--- src/rtl/mem_wb.sv ---
// Memory / write-back stage: issues one data-bus transaction per load or store
// and writes ALU or load results to the register file. Optional MEM_TIMEOUT_EN adds a bus-wait timeout.
module mem_wb #(
  parameter int XLEN       = 32,
  parameter int TMO_CYCLES = 255
) (
  input  logic            clk,
  input  logic            reset,
  input  logic            ex_valid,
  output logic            ex_ready,
  input  logic            ex_mem_re,
  input  logic            ex_mem_we,
  input  logic [XLEN-1:0] ex_addr,
  input  logic [XLEN-1:0] ex_wdata,
  input  logic [XLEN-1:0] ex_result,
  input  logic [3:0]      ex_rd,
  input  logic            ex_rd_we,
  output logic            dmem_req,
  output logic            dmem_we,
  output logic [XLEN-1:0] dmem_addr,
  output logic [XLEN-1:0] dmem_wdata,
  input  logic            dmem_gnt,
  input  logic            dmem_rvalid,
  input  logic [XLEN-1:0] dmem_rdata,
  output logic            rf_we,
  output logic [3:0]      rf_addr,
  output logic [XLEN-1:0] rf_wdata,
  output logic            bus_err
);

  // Handshake: ex_* is captured on the rising edge where ex_valid && ex_ready.
  typedef enum logic [1:0] {S_IDLE, S_REQ, S_WAIT, S_WB} state_t;

  state_t          state, state_nxt;
  logic [3:0]      rd_q;
  logic            rd_ok_q;
  logic            accept, ex_is_mem, ex_rd_ok, tmo_hit;
  logic            ex_ready_d, dmem_req_d, dmem_we_d, rf_we_d;
  logic [XLEN-1:0] dmem_addr_d, dmem_wdata_d, rf_wdata_d;
  logic [3:0]      rf_addr_d;

  assign accept    = (state == S_IDLE) && ex_valid;
  assign ex_is_mem = ex_mem_re || ex_mem_we;
  assign ex_rd_ok  = ex_rd_we && (ex_rd != 4'd0);

`ifdef MEM_TIMEOUT_EN
  logic [7:0] tmo_cnt;
  logic       progress;

  assign progress = ((state == S_REQ) && dmem_gnt) || ((state == S_WAIT) && dmem_rvalid);
  assign tmo_hit  = ((state == S_REQ) || (state == S_WAIT)) && !progress
                    && (tmo_cnt == 8'(TMO_CYCLES - 1));

  // Counts the combined REQ+WAIT residency of the current transaction.
  always_ff @(posedge clk) begin
    if (reset || state == S_IDLE) tmo_cnt <= 8'd0;
    else if (state == S_REQ || state == S_WAIT) tmo_cnt <= tmo_cnt + 8'd1;
  end

  always_ff @(posedge clk) begin
    if (reset)        bus_err <= 1'b0;
    else if (tmo_hit) bus_err <= 1'b1;
  end
`else
  assign tmo_hit = 1'b0;
  assign bus_err = 1'b0;
`endif

  always_ff @(posedge clk) begin
    if (reset) begin
      state      <= S_IDLE;
      ex_ready   <= 1'b1;
      dmem_req   <= 1'b0;
      dmem_we    <= 1'b0;
      dmem_addr  <= '0;
      dmem_wdata <= '0;
      rf_we      <= 1'b0;
      rf_addr    <= 4'd0;
      rf_wdata   <= '0;
      rd_q       <= 4'd0;
      rd_ok_q    <= 1'b0;
    end else begin
      state      <= state_nxt;
      ex_ready   <= ex_ready_d;
      dmem_req   <= dmem_req_d;
      dmem_we    <= dmem_we_d;
      dmem_addr  <= dmem_addr_d;
      dmem_wdata <= dmem_wdata_d;
      rf_we      <= rf_we_d;
      rf_addr    <= rf_addr_d;
      rf_wdata   <= rf_wdata_d;
      if (accept) begin
        rd_q    <= ex_rd;
        rd_ok_q <= ex_rd_ok;
      end
    end
  end

  // While in REQ, the registered dmem_we tells a store (done on grant) from a load.
  always_comb begin
    state_nxt = state;
    unique case (state)
      S_IDLE: if (ex_valid) state_nxt = ex_is_mem ? S_REQ : S_WB;
      S_REQ: begin
        if (dmem_gnt)     state_nxt = dmem_we ? S_IDLE : S_WAIT;
        else if (tmo_hit) state_nxt = S_IDLE;
      end
      S_WAIT: begin
        if (dmem_rvalid)  state_nxt = S_WB;
        else if (tmo_hit) state_nxt = S_IDLE;
      end
      S_WB:    state_nxt = S_IDLE;
      default: state_nxt = S_IDLE;
    endcase
  end

  // Output values for the coming cycle, derived from the next state.
  always_comb begin
    ex_ready_d   = (state_nxt == S_IDLE);
    dmem_req_d   = (state_nxt == S_REQ);
    dmem_we_d    = 1'b0;
    dmem_addr_d  = dmem_addr;
    dmem_wdata_d = dmem_wdata;
    rf_we_d      = 1'b0;
    rf_addr_d    = rf_addr;
    rf_wdata_d   = rf_wdata;
    if (state_nxt == S_REQ) dmem_we_d = accept ? ex_mem_we : dmem_we;
    if (accept && ex_is_mem) begin
      dmem_addr_d  = ex_addr;
      dmem_wdata_d = ex_wdata;
    end
    if (state_nxt == S_WB) begin
      if (accept) begin
        rf_we_d    = ex_rd_ok;
        rf_addr_d  = ex_rd;
        rf_wdata_d = ex_result;
      end else begin
        rf_we_d    = rd_ok_q;
        rf_addr_d  = rd_q;
        rf_wdata_d = dmem_rdata;
      end
    end
  end

endmodule

--- config.mk ---
export PLATFORM = sky130hd
export DESIGN_NAME = mem_wb
export DESIGN_NICKNAME = d
export VERILOG_FILES = /design/src/rtl/mem_wb.sv
export SDC_FILE = /design/constraint.sdc
export NUM_CORES = 1
export LEC_CHECK = 0
export BUFFER_PORTS_ARGS = -buffer_cell sky130_fd_sc_hd__clkbuf_2
export CORE_ASPECT_RATIO = 1.75
export CORE_MARGIN = 2
export CORE_UTILIZATION = 41
export CTS_CLUSTER_SIZE = 40
export DETAILED_ROUTE_END_ITERATION = 8
export GPL_TIMING_DRIVEN = 0
export PLACE_DENSITY = 0.76
export SLEW_MARGIN = 20
export SYNTH_ARGS = -nofsm -noshare
export SYNTH_HDL_FRONTEND = slang
export SYNTH_SLANG_ARGS = --single-unit
export TNS_END_PERCENT = 20
--- constraint.sdc ---
create_clock -name clk -period 1.82 [get_ports clk]
set_clock_uncertainty 0.2 [all_clocks]
set_input_delay 0.091 -clock clk [delete_from_list [all_inputs] [get_ports clk]]
set_output_delay 0.091 -clock clk [all_outputs]
set_load 0.05 [all_outputs]
-- Word level (Yosys, flattened, before mapping)
Index checks and enable logic that the tools add are counted.
- bits in registers: 111
- output and inout port bits: 105
- equality and inequality tests: 5
- multiplexer cells: 9
- bitwise operators: 2
- reductions and logical operators: 9
- operators with widths (operator ; number):
    two-way mux 32 bit ; 1
    two-way mux 2 bit ; 5
    one-hot mux 2 bit (4 select lines) ; 1
    == test 2 bit (second input constant) ; 3
    == test 2 x 1 -> 1 bit (second input constant) ; 2
    zero test 2 bit ; 2
    two-way mux 4 bit ; 1
    nonzero test 4 bit ; 1
    OR reduction 2 bit ; 2
    logical AND 1 bit ; 3
    NOT 1 bit ; 2
    logical OR 1 bit ; 1
    two-way mux 1 bit ; 1

-- Depth between registers and ports, before layout
Gate-level depths: netlist (run 1).
- word-level depth: 7
- gate-level depth with buffers: 8

-- Worst setup path before layout (run 1)
Ideal clock, no wire load.
- path kind: flip-flop to flip-flop
- start point: register dmem_we
- end point: register rf_wdata[10]
- arrival: 1654 ps
- setup slack: -180 ps
- cell stages (with the launch flop): 6
- path buffers: 1
- clock period less this slack: 2000 ps
- cell sequence: dfxtp_1 -> and4bb_1 -> a221o_1 -> o21ai_4 -> buf_4 -> a211oi_2
- word-level cells in the longest chain between the ends: 4
- ends and longest elaborated chain (element ; line ; text):
    start, declared ; 19 ; output logic dmem_we,
    start signal, assigned ; 86 ; dmem_we <= dmem_we_d;
    two-way mux 2 bit (2 in series) ; 105 ; if (dmem_gnt) state_nxt = dmem_we ? S_IDLE : S_WAIT;
    one-hot mux 2 bit (4 select lines) ; 102 ; unique case (state)
    == test 2 bit ; 132 ; if (state_nxt == S_WB) begin
    end signal, assigned ; 91 ; rf_wdata <= rf_wdata_d;
    end, declared ; 27 ; output logic [XLEN-1:0] rf_wdata,
No other way between the ends.
A chain may end at the register's enable or synchronous reset.

-- Worst setup path in the final report (run 1)
- start point: register state[1]
- end point: register rf_wdata[12]
- word-level cells in the longest chain between the ends: 3
- elaborated cells between the ends (all ways): 11
- ends and longest elaborated chain (element ; line ; text):
    start, declared ; 34 ; state_t state, state_nxt;
    start signal, assigned ; 83 ; state <= state_nxt;
    == test 2 bit (tied with other cells) ; 102 ;
    one-hot mux 2 bit (4 select lines) / logical AND 1 bit (equally long branches) ; 102, 42 ;
    == test 2 bit / two-way mux 32 bit (equally long branches) ; 132, 133 ;
Parallel ways exist; a longest one is shown, timed or not.

==> impl_metrics.py, run 1 <==
metrics = {
    "run_status": {
        "status": "complete, but fails checks",
        "violations": "negative setup slack",
    },
    "pwr": {
        "p_per_area_nw_per_um2": 929.9,
        "peakVddDrop_uv": 690.9,
        "p_leak_nw": 3.319,
    },
    "floorplan": {
        "core_um2": 11100,
        "initial_core_util": 0.4194,
        "dieArea_um2": 12260,
        "fp.dieW_um": 84.57,
        "rows": 51,
        "die_y_um": 145.0,
        "io_pins": 245,
    },
    "drt": {
        "ant_nets": 0,
        "vias": 5021,
        "drc_errors": 0,
        "drt-total-wl_um": 15310,
        "wl_per_cell_um": 15.27,
        "avgViaCountPerCell": 5.006,
        "drt_iter0_drc": 148,
        "dr.pass1.iters": 4,
    },
    "synthesis": {
        "syn-num-nets": 664,
        "synthDistinctLibCells": 34,
        "syn_area_um2": 4657,
        "yosysSeqAreaShare": 0.4772,
        "syn_area_per_cell_um2": 8.887,
        "yosys_warnings": 0,
        "synthCells": 524,
        "synth-seq-cells": 111,
    },
    "clock_tree": {
        "cts_sinks": 111,
        "cts_htree_levels": 3,
        "cts-root-buf": "clkbuf_16",
        "cts_buffers": 9,
        "cts_tree": "done",
        "clk_latency_ns": 0.34,
        "path_clk_slew_ns": 0.07,
        "clockBufferDepth": 2,
    },
    "cells_and_area": {
        "drive_above_1_share": 0.4650,
        "nets": 1006,
        "final_common_cell": "clkbuf_2",
        "layout_common_cells": "clkbuf_2 (244), nand2_1 (137), dfxtp_1 (109), dlygate4sd3_1 (79), a21oi_1 (63)",
        "fillCellCount": 874,
        "diodes": 0,
        "area_delta_synth_final_pct": 65.56,
    },
    "hold_path": {
        "hold_path.class": "in -> reg",
    },
    "global_routing": {
        "grt_pass1_wl_um": 23730,
        "grt_overflow": 0,
        "grt_max_degree": 20,
        "grt_pass1_vias": 5092,
        "antenna_found_initial": 0,
        "grt_use_total": 0.2375,
    },
    "placed_design": {
        "dpl_worst_slack_ns": -0.3815,
        "place_congestion": 0.8313,
        "port_buffers": 242,
        "dp.final_hpwl_um": 10150,
    },
    "critical_path": {
        "arrival_ns": 2.03,
        "cp-end-kind": "register",
        "cp-start-kind": "register",
        "path_max_fanout": 10,
        "critPathRequiredTime_ns": 1.87,
        "path_class": "reg -> reg",
    },
    "timing": {
        "min_period_over_period": 1.086,
        "tightest_slew_ns": 0.7441,
        "timing.final.max_slew_violations": 0,
        "hold_slack_ns": 0.007796,
        "post-route-min-period_ns": 1.976,
        "setup_slack_ns": -0.1560,
        "rsz0062_at_grt": "true",
        "timing.fmax_mhz": 506.1,
        "relSlewSlack": 0.5039,
        "final_hold_viol_count": 0,
        "setup_viol": 100,
    },
    "job": {
        "max-cap-violations": 0,
    },
}
==> state kept, by name, indices dropped and copies added, names as in the netlist <==
register / count
dmem_req: 1
dmem_wdata: 32
rd_ok_q: 1
dmem_addr: 32
rf_addr: 4
rf_wdata: 32
rf_we: 1
ex_ready: 1
dmem_we: 1
state: 2
rd_q: 4
==> metal layers <==
metal	up-vias	global-route usage	routed length, um
met4	0	0.1071	632
met2	219	0.4449	8284
met1	2297	0.2395	5477
met5	-	0	0
li1	2451	-	-
met3	54	0.05916	917
==> cell families after synthesis <==
family | Yosys count | share of synthesized area
flops | 111 | 0.4772
other cells | 1 | 0.0008052
mux | 37 | 0.08920
simple gates | 187 | 0.1814
compound gates | 110 | 0.1773
buf+inv | 78 | 0.07416
==> final cells by class <==
class | count | area (um2) | area share
Sequential cell | 111 | 2225 | 0.2885
Inverter | 35 | 131.4 | 0.01704
Clock buffer | 10 | 229.0 | 0.02970
Multi-Input combinational cell | 335 | 2425 | 0.3145
Clock inverter | 6 | 76.32 | 0.009899
Buffer | 43 | 369.1 | 0.04787
Timing Repair Buffer | 331 | 2090 | 0.2710
Tap cell | 132 | 165.2 | 0.02142
==> final timing paths <==
| check | cells after the start | start | endpoint | slack [ns] |
|---|---|---|---|---|
| worst max-delay path | 6 | state[1]$_SDFF_PP0_ | rf_wdata[12]$_SDFFE_PP0N_ | -0.16 |
| worst min-delay path | 4 | dmem_rdata[6] | rf_wdata[6]$_SDFFE_PP0N_ | 0.008 |
| worst max register to register | 6 | state[1]$_SDFF_PP0_ | rf_wdata[12]$_SDFFE_PP0N_ | -0.16 |
| worst min register to register | 2 | dmem_addr[5]$_SDFFE_PP0P_ | dmem_addr[5]$_SDFFE_PP0P_ | 0.26 |
==> cell usage after synthesis <==
| library cell | instances | area, um2 |
|---|---|---|
| a2111oi_1 | 1 | 10.01 |
| a211oi_1 | 2 | 15.01 |
| a211oi_2 | 30 | 375.4 |
| a21boi_1 | 1 | 7.510 |
| a21oi_1 | 69 | 345.3 |
| a221o_1 | 1 | 10.01 |
| a221oi_2 | 1 | 15.01 |
| and3_1 | 1 | 6.260 |
| and4bb_1 | 1 | 12.51 |
| buf_2 | 15 | 75.07 |
| buf_4 | 5 | 37.54 |
| buf_6 | 2 | 22.52 |
| clkbuf_1 | 21 | 78.83 |
| conb_1 | 1 | 3.750 |
| dfxtp_1 | 111 | 2222 |
| inv_1 | 35 | 131.4 |
| mux2_1 | 4 | 45.04 |
| mux2_2 | 32 | 360.4 |
| mux2i_1 | 1 | 10.01 |
| nand2_1 | 137 | 514.2 |
| nand3_1 | 1 | 5.000 |
| nor2_1 | 3 | 11.26 |
| nor2_4 | 1 | 11.26 |
| nor2b_1 | 7 | 43.79 |
| nor3_1 | 1 | 5.000 |
| nor3b_4 | 1 | 18.77 |
| nor4_1 | 32 | 200.2 |
| o21ai_0 | 1 | 5.000 |
| o21ai_2 | 1 | 8.760 |
| o21ai_4 | 1 | 16.27 |
| o21ba_2 | 1 | 10.01 |
| o31ai_1 | 1 | 7.510 |
| or3b_1 | 1 | 8.760 |
| or4_1 | 1 | 7.510 |
==> timing repair <==
item / CTS / global route
setup endpoints to repair: 102 / 102
buffers inserted: 5 / 5
resized for setup: 55 / 58
pin swaps: 2 / 3
hold buffers: 79 / 0
hold endpoints to repair: 78 / 0
==> worst max-delay path: stages (launching register included) <==
cell and delay [ns]:
dfxtp_1 0.33, buf_6 0.15, and4bb_1 0.28, a221oi_4 0.38, buf_6 0.27, nor4_4 0.07, a211oi_2 0.22
==> through the flow <==
step           total power, mW  cells  setup TNS (ns)  utilization  cell area (um2)
2_1_floorplan            4.210    524         -0.6540            -             4686
3_3_place_gp             4.721    898          -27.80       0.5460             6062
3_5_place_dp             4.743    898          -28.38       0.5460             6062
4_1_cts                  7.062    998          -12.26       0.6716             7457
5_1_grt                  7.457   1003          -13.60       0.6944             7710
6_report                 7.170   1003          -6.483       0.6944             7710
==> power by group <==
group          switching [mW]  internal [mW]
clock                   0.934           1.09
sequential              0.105           2.64
combinational            1.54          0.866
Note: power is estimated with default switching activity, not from simulation.
==> run 2, diff against run 1 <==
--- a/config.mk
+++ b/config.mk
@@ -12,7 +12,8 @@
 export CTS_CLUSTER_SIZE = 40
 export DETAILED_ROUTE_END_ITERATION = 8
 export GPL_TIMING_DRIVEN = 0
-export PLACE_DENSITY = 0.76
+export HOLD_SLACK_MARGIN = 0.06
+export PLACE_DENSITY = 0.8
 export SLEW_MARGIN = 20
 export SYNTH_ARGS = -nofsm -noshare
 export SYNTH_HDL_FRONTEND = slang
==> run 2 against run 1 <==
The flow still finishes with violations (negative setup slack). Die area did not move. Non-clock buffer count grew 67. Design area up 7.5%. Maximum frequency shrank 6.4%. Routed wire length increased by 23%. Combinational power grew 7%. Largest cell class unchanged. Largest power group unchanged.
==> impl_metrics.py, run 2 (synthesis gave the netlist of run 1 again) <==
metrics = {
    "run_status": {
        "status": "complete, but fails checks",
        "violations": "negative setup slack",
    },
    "cells_and_area": {
        "drive_above_1_share": 0.4302,
        "design_area_um2": 8285,
        "area_delta_synth_final_pct": 77.92,
        "top_regs": "dmem_addr: 32 flops, dmem_wdata: 32 flops, rf_wdata: 32 flops",
        "fillCellCount": 724,
        "final_common_cell": "clkbuf_2",
        "fin_util": 0.7462,
        "layout_common_cells": "clkbuf_2 (247), nand2_1 (137), dlygate4sd3_1 (136), dfxtp_1 (108), a21oi_1 (67)",
        "nets": 1074,
    },
    "global_routing": {
        "grt_use_total": 0.2922,
        "grt_overflow": 0,
        "grt_pass1_wl_um": 28810,
        "antenna_found_initial": 1,
        "grt_max_degree": 20,
        "grt_pass1_vias": 5970,
    },
    "placed_design": {
        "dpl_worst_slack_ns": -0.3448,
        "place_congestion": 0.8446,
        "dpl_cell_area_um2": 6062,
        "dp.final_hpwl_um": 10200,
        "port_buffers": 242,
    },
    "clock_tree": {
        "path_clk_slew_ns": 0.08,
        "clk_latency_ns": 0.34,
        "cts_htree_levels": 3,
        "cts-root-buf": "clkbuf_16",
        "clockBufferDepth": 2,
        "cts_sinks": 111,
        "cts_tree": "done",
        "cts_buffers": 9,
        "hold_buffers": 136,
    },
    "critical_path": {
        "arrival_ns": 2.09,
        "path_max_fanout": 9,
        "slowest_delay_ns": 0.36,
        "cp-start-kind": "register",
        "cp-end-kind": "register",
        "path_class": "reg -> reg",
        "cp_slowest_cell": "dfxtp_2",
        "critPathRequiredTime_ns": 1.80,
        "crit_chain": "nor3b_4, buf_4, buf_6, buf_12, mux2_2, nor4_1, a211oi_1",
    },
    "drt": {
        "drc_errors": 0,
        "ant_nets": 0,
        "dr.pass1.iters": 5,
        "drt_iter0_drc": 226,
        "met1_length_um": 6408,
        "wl_per_cell_um": 17.63,
        "avgViaCountPerCell": 5.200,
        "top_layer": "met4",
        "drt-total-wl_um": 18890,
        "met3_wirelength_um": 1001,
        "vias": 5574,
        "wl_met2_um": 10530,
    },
    "floorplan": {
        "core_um2": 11100,
        "io_pins": 245,
        "dieArea_um2": 12260,
        "fp.dieW_um": 84.57,
        "rows": 51,
        "die_y_um": 145.0,
        "initial_core_util": 0.4194,
    },
    "pwr": {
        "p_leak_nw": 3.631,
        "peakVddDrop_uv": 666.1,
        "power_mw": 7.372,
        "p_per_area_nw_per_um2": 889.7,
    },
    "timing": {
        "post-route-min-period_ns": 2.111,
        "timing.fmax_mhz": 473.8,
        "tightest_slew_ns": 0.7994,
        "rsz0062_at_grt": "true",
        "setup_slack_ns": -0.2907,
        "timing.final.max_slew_violations": 0,
        "final_hold_viol_count": 0,
        "min_period_over_period": 1.160,
        "setup_viol": 56,
        "relSlewSlack": 0.4671,
    },
    "job": {
        "max-cap-violations": 0,
    },
    "hold_path": {
        "hold_path.class": "in -> reg",
    },
}
run 2: cell types whose count changed in the layout (fill, tap and decap cells not counted), sizes merged:
cell | previous run | this run
buf | 34 | 41
clkbuf | 271 | 274
clkinv | 2 | 1
clkinvlp | 0 | 1
diode | 0 | 1
dlygate4sd3 | 79 | 136
o21ai | 3 | 4
run 2: power breakdown:
group          total, mW  internal, mW  switching [mW]
clock               2.05          1.09           0.955
combinational       2.57         0.986            1.59
sequential          2.75          2.64           0.116
total               7.37          4.72            2.66
run 2: per-layer routing:
metal  track usage  vias to the layer above
met1        0.2777                     2637
met4        0.1627                        0
li1              -                     2603
met5             0                        -
met2        0.5610                      255
met3       0.05802                       79
run 2: layout make-up:
cell class              instances  area, um2  area share
clock buffers                  10      229.0     0.02764
clock inverters                 6      75.07    0.009061
repair buffers                399       2816      0.3399
flip-flops and latches        111       2226      0.2686
multi-input cells             336       2303      0.2780
inverters                      35      131.4     0.01586
well taps                     132      165.2     0.01993
diodes                          1      2.502   0.0003020
plain buffers                  42      336.6     0.04062
run 2: through the flow:
step	TNS, ns	instances	hold slack (ns)
after floorplan	-0.6540	524	0.02700
after global placement	-22.81	898	0.1140
after detailed placement	-25.78	898	0.1198
after CTS	-5.583	1067	0.07658
after global routing	-11.58	1072	0.02731
final	-6.310	1072	0.02976
run 2: path summary, 6_finish.rpt:
kind | start | to | slack (ns) | cells after the start
min | dmem_rvalid | ex_ready$_SDFF_PP1_ | 0.03 | 3
max reg2reg | state[0]$_SDFF_PP0_ | rf_wdata[0]$_SDFFE_PP0N_ | -0.29 | 7
min reg2reg | dmem_wdata[26]$_SDFFE_PP0P_ | dmem_wdata[26]$_SDFFE_PP0P_ | 0.26 | 2
max | state[0]$_SDFF_PP0_ | rf_wdata[0]$_SDFFE_PP0N_ | -0.29 | 7
run 2: worst max-delay path, delay by kind of cell (launching register included):
family,cells,cell delay (ns)
AO/OA/AOI/OAI,1,0.12
buffers and inverters,3,0.38
flip-flops,1,0.36
multiplexers,1,0.34
AND/OR/NAND/NOR,2,0.54
run 2: what timing repair did:
action                                  4_1_cts  5_1_grt
pin swaps                                     3       19
setup buffers                                14        3
hold endpoints to repair                    108        1
gates cloned                                  3        2
endpoints found under the setup margin      103      104
resized for setup                            55       31
==> run 3, diff against run 2 <==
--- a/config.mk
+++ b/config.mk
@@ -5,6 +5,7 @@
 export SDC_FILE = /design/constraint.sdc
 export NUM_CORES = 1
 export LEC_CHECK = 0
+export ABC_CLOCK_PERIOD_IN_PS = 1820
 export BUFFER_PORTS_ARGS = -buffer_cell sky130_fd_sc_hd__clkbuf_2
 export CORE_ASPECT_RATIO = 1.75
 export CORE_MARGIN = 2
@@ -13,7 +14,7 @@
 export DETAILED_ROUTE_END_ITERATION = 8
 export GPL_TIMING_DRIVEN = 0
 export HOLD_SLACK_MARGIN = 0.06
-export PLACE_DENSITY = 0.8
+export PLACE_DENSITY = 0.75
 export SLEW_MARGIN = 20
 export SYNTH_ARGS = -nofsm -noshare
 export SYNTH_HDL_FRONTEND = slang
==> run 3 against run 2 <==
The flow still finishes with violations (negative setup slack). Core utilization rose by 3.4 points. Routed wire length rose by 6.4%. Sequential cell count is the same. Register-to-register slack improved by 0.10 ns. Hold slack better by 0.047 ns. Power rose by 3.3%.
==> impl_metrics.py, run 3 (synthesis gave the netlist of run 1 again) <==
metrics = {
    "pwr": {
        "netSwitchingFraction": 0.3689,
        "seqPwrFrac": 0.363,
        "p_clk_frac": 0.270,
        "peakVddDrop_uv": 730.2,
        "p_comb_frac": 0.367,
        "p_leak_nw": 3.730,
        "p_per_area_nw_per_um2": 879.3,
        "p_switching_mw": 2.809,
        "cell_internal_pwr_mw": 4.806,
    },
    "cells_and_area": {
        "area_delta_synth_final_pct": 85.95,
        "drive_above_1_share": 0.4710,
        "multiInputGateArea_um2": 2582,
        "layout_common_cells": "clkbuf_2 (242), dlygate4sd3_1 (135), nand2_1 (127), dfxtp_1 (108), a21oi_1 (63)",
        "final_common_cell": "clkbuf_2",
        "regArea_um2": 2231,
        "fillCellCount": 653,
        "nets": 1082,
        "fin_util": 0.7799,
        "top_regs": "dmem_addr: 32 flops, dmem_wdata: 32 flops, rf_wdata: 32 flops",
    },
    "run_status": {
        "status": "complete, but fails checks",
        "violations": "negative setup slack",
    },
    "floorplan": {
        "io_pins": 245,
        "rows": 51,
        "core_um2": 11100,
        "initial_core_util": 0.4194,
        "fp.dieW_um": 84.57,
        "die_y_um": 145.0,
        "dieArea_um2": 12260,
    },
    "placed_design": {
        "port_buffers": 242,
        "dpl_worst_slack_ns": -0.4333,
        "dp.final_hpwl_um": 10200,
        "place_congestion": 0.7879,
    },
    "clock_tree": {
        "clockBufferDepth": 2,
        "cts_sinks": 111,
        "cts-root-buf": "clkbuf_16",
        "clk_latency_ns": 0.35,
        "cts_tree": "done",
        "cts_buffers": 9,
        "cts_htree_levels": 3,
        "path_clk_slew_ns": 0.08,
    },
    "critical_path": {
        "critPathRequiredTime_ns": 1.81,
        "cp-end-kind": "register",
        "cp-start-kind": "register",
        "arrival_ns": 2.00,
        "worstSetupStartpoint": "state[0]$_SDFF_PP0_",
        "path_class": "reg -> reg",
        "path_max_fanout": 6,
        "r2r-start": "state[0]$_SDFF_PP0_",
    },
    "hold_path": {
        "hold_path.class": "in -> reg",
        "min_from": "dmem_rdata[2]",
    },
    "global_routing": {
        "grt_use_total": 0.2880,
        "antenna_found_initial": 1,
        "grt_pass1_vias": 5818,
        "grt_max_degree": 20,
        "grt_overflow": 0,
        "grt_pass1_wl_um": 28430,
    },
    "timing": {
        "hold_slack_ns": 0.07666,
        "min_period_over_period": 1.102,
        "setup_viol": 69,
        "timing.final.max_slew_violations": 0,
        "setup_slack_ns": -0.1861,
        "rsz0062_at_grt": "true",
        "relSlewSlack": 0.4255,
        "timing.fmax_mhz": 498.5,
        "tightest_slew_ns": 0.8618,
        "post-route-min-period_ns": 2.006,
        "final_hold_viol_count": 0,
    },
    "drt": {
        "vias": 5650,
        "dr.pass1.iters": 5,
        "drt_iter0_drc": 208,
        "drc_errors": 0,
        "ant_nets": 0,
        "drt-total-wl_um": 20100,
        "wl_per_cell_um": 18.61,
        "avgViaCountPerCell": 5.231,
    },
    "job": {
        "max-cap-violations": 0,
    },
}
## run 3: changes by cell type in the layout (fill, tap and decap cells not counted), moves of 3 or more
| cell | change |
|---|---|
| a21oi_2 | +4 |
| nand2_1 | -10 |
| buf_6 | +4 |
| clkbuf_4 | +4 |
| clkbuf_2 | -5 |
| a21oi_1 | -4 |
| nor4_1 | -17 |
| nor4_4 | +9 |
| mux2_4 | +3 |
| nor4_2 | +8 |
| buf_4 | +5 |
| nand2_4 | +4 |
| nand2_2 | +6 |
## run 3: power by group through the flow
| stage | logic [mW] | registers, mW | clock network, mW |
|---|---|---|---|
| after floorplan | 0.756 | 3.45 | 0 |
| after global placement | 1.94 | 2.78 | 0 |
| after detailed placement | 1.96 | 2.79 | 0 |
| after CTS | 2.49 | 2.74 | 2.07 |
| after global routing | 2.91 | 2.78 | 2.18 |
| final | 2.79 | 2.76 | 2.06 |
## run 3: through the flow
step	power [mW]	setup TNS, ns	std cells	cell area, um2
2_1_floorplan	4.210	-0.6540	524	4686
3_3_place_gp	4.724	-28.55	898	6062
3_5_place_dp	4.747	-30.45	898	6062
4_1_cts	7.303	-8.936	1067	8284
5_1_grt	7.872	-10.76	1080	8660
6_report	7.614	-4.068	1080	8660
## run 3: path summary, 6_finish.rpt
check                          endpoint  slack (ns)  cells after the start
min reg2reg  dmem_addr[19]$_SDFFE_PP0P_        0.26                      2
max reg2reg    rf_wdata[9]$_SDFFE_PP0N_       -0.19                      6
min            rf_wdata[2]$_SDFFE_PP0N_        0.08                      4
max            rf_wdata[9]$_SDFFE_PP0N_       -0.19                      6
## run 3: area by class of cell
class | instances | area share
inverters | 35 | 0.01517
repair buffers | 406 | 0.3306
flip-flops and latches | 111 | 0.2576
clock buffers | 10 | 0.02644
plain buffers | 42 | 0.04378
clock inverters | 6 | 0.008814
multi-input cells | 337 | 0.2982
diodes | 1 | 0.0002890
well taps | 132 | 0.01907
## run 3: critical path, cell delays in order, from the launching register on
cell	delay, ns
dfxtp_4	0.37
nor3b_4	0.23
buf_6	0.19
buf_12	0.13
mux2_4	0.31
nor4_4	0.35
a211oi_4	0.08
## run 3: repair_timing
item / 4_1_cts / 5_1_grt
cloned: 2 / 7
hold endpoints to repair: 107 / 0
endpoints found under the setup margin: 103 / 104
pin swaps: 15 / 32
setup buffers: 16 / 9
hold buffers: 135 / 0
gates resized for setup: 94 / 62
## run 3: layer usage
layer	global-route usage	wire, um	vias to the layer above
li1	-	-	2624
met4	0.1556	1030	0
met3	0.06485	1258	76
met1	0.2749	6763	2675
met2	0.5488	11050	275
met5	0	0	-
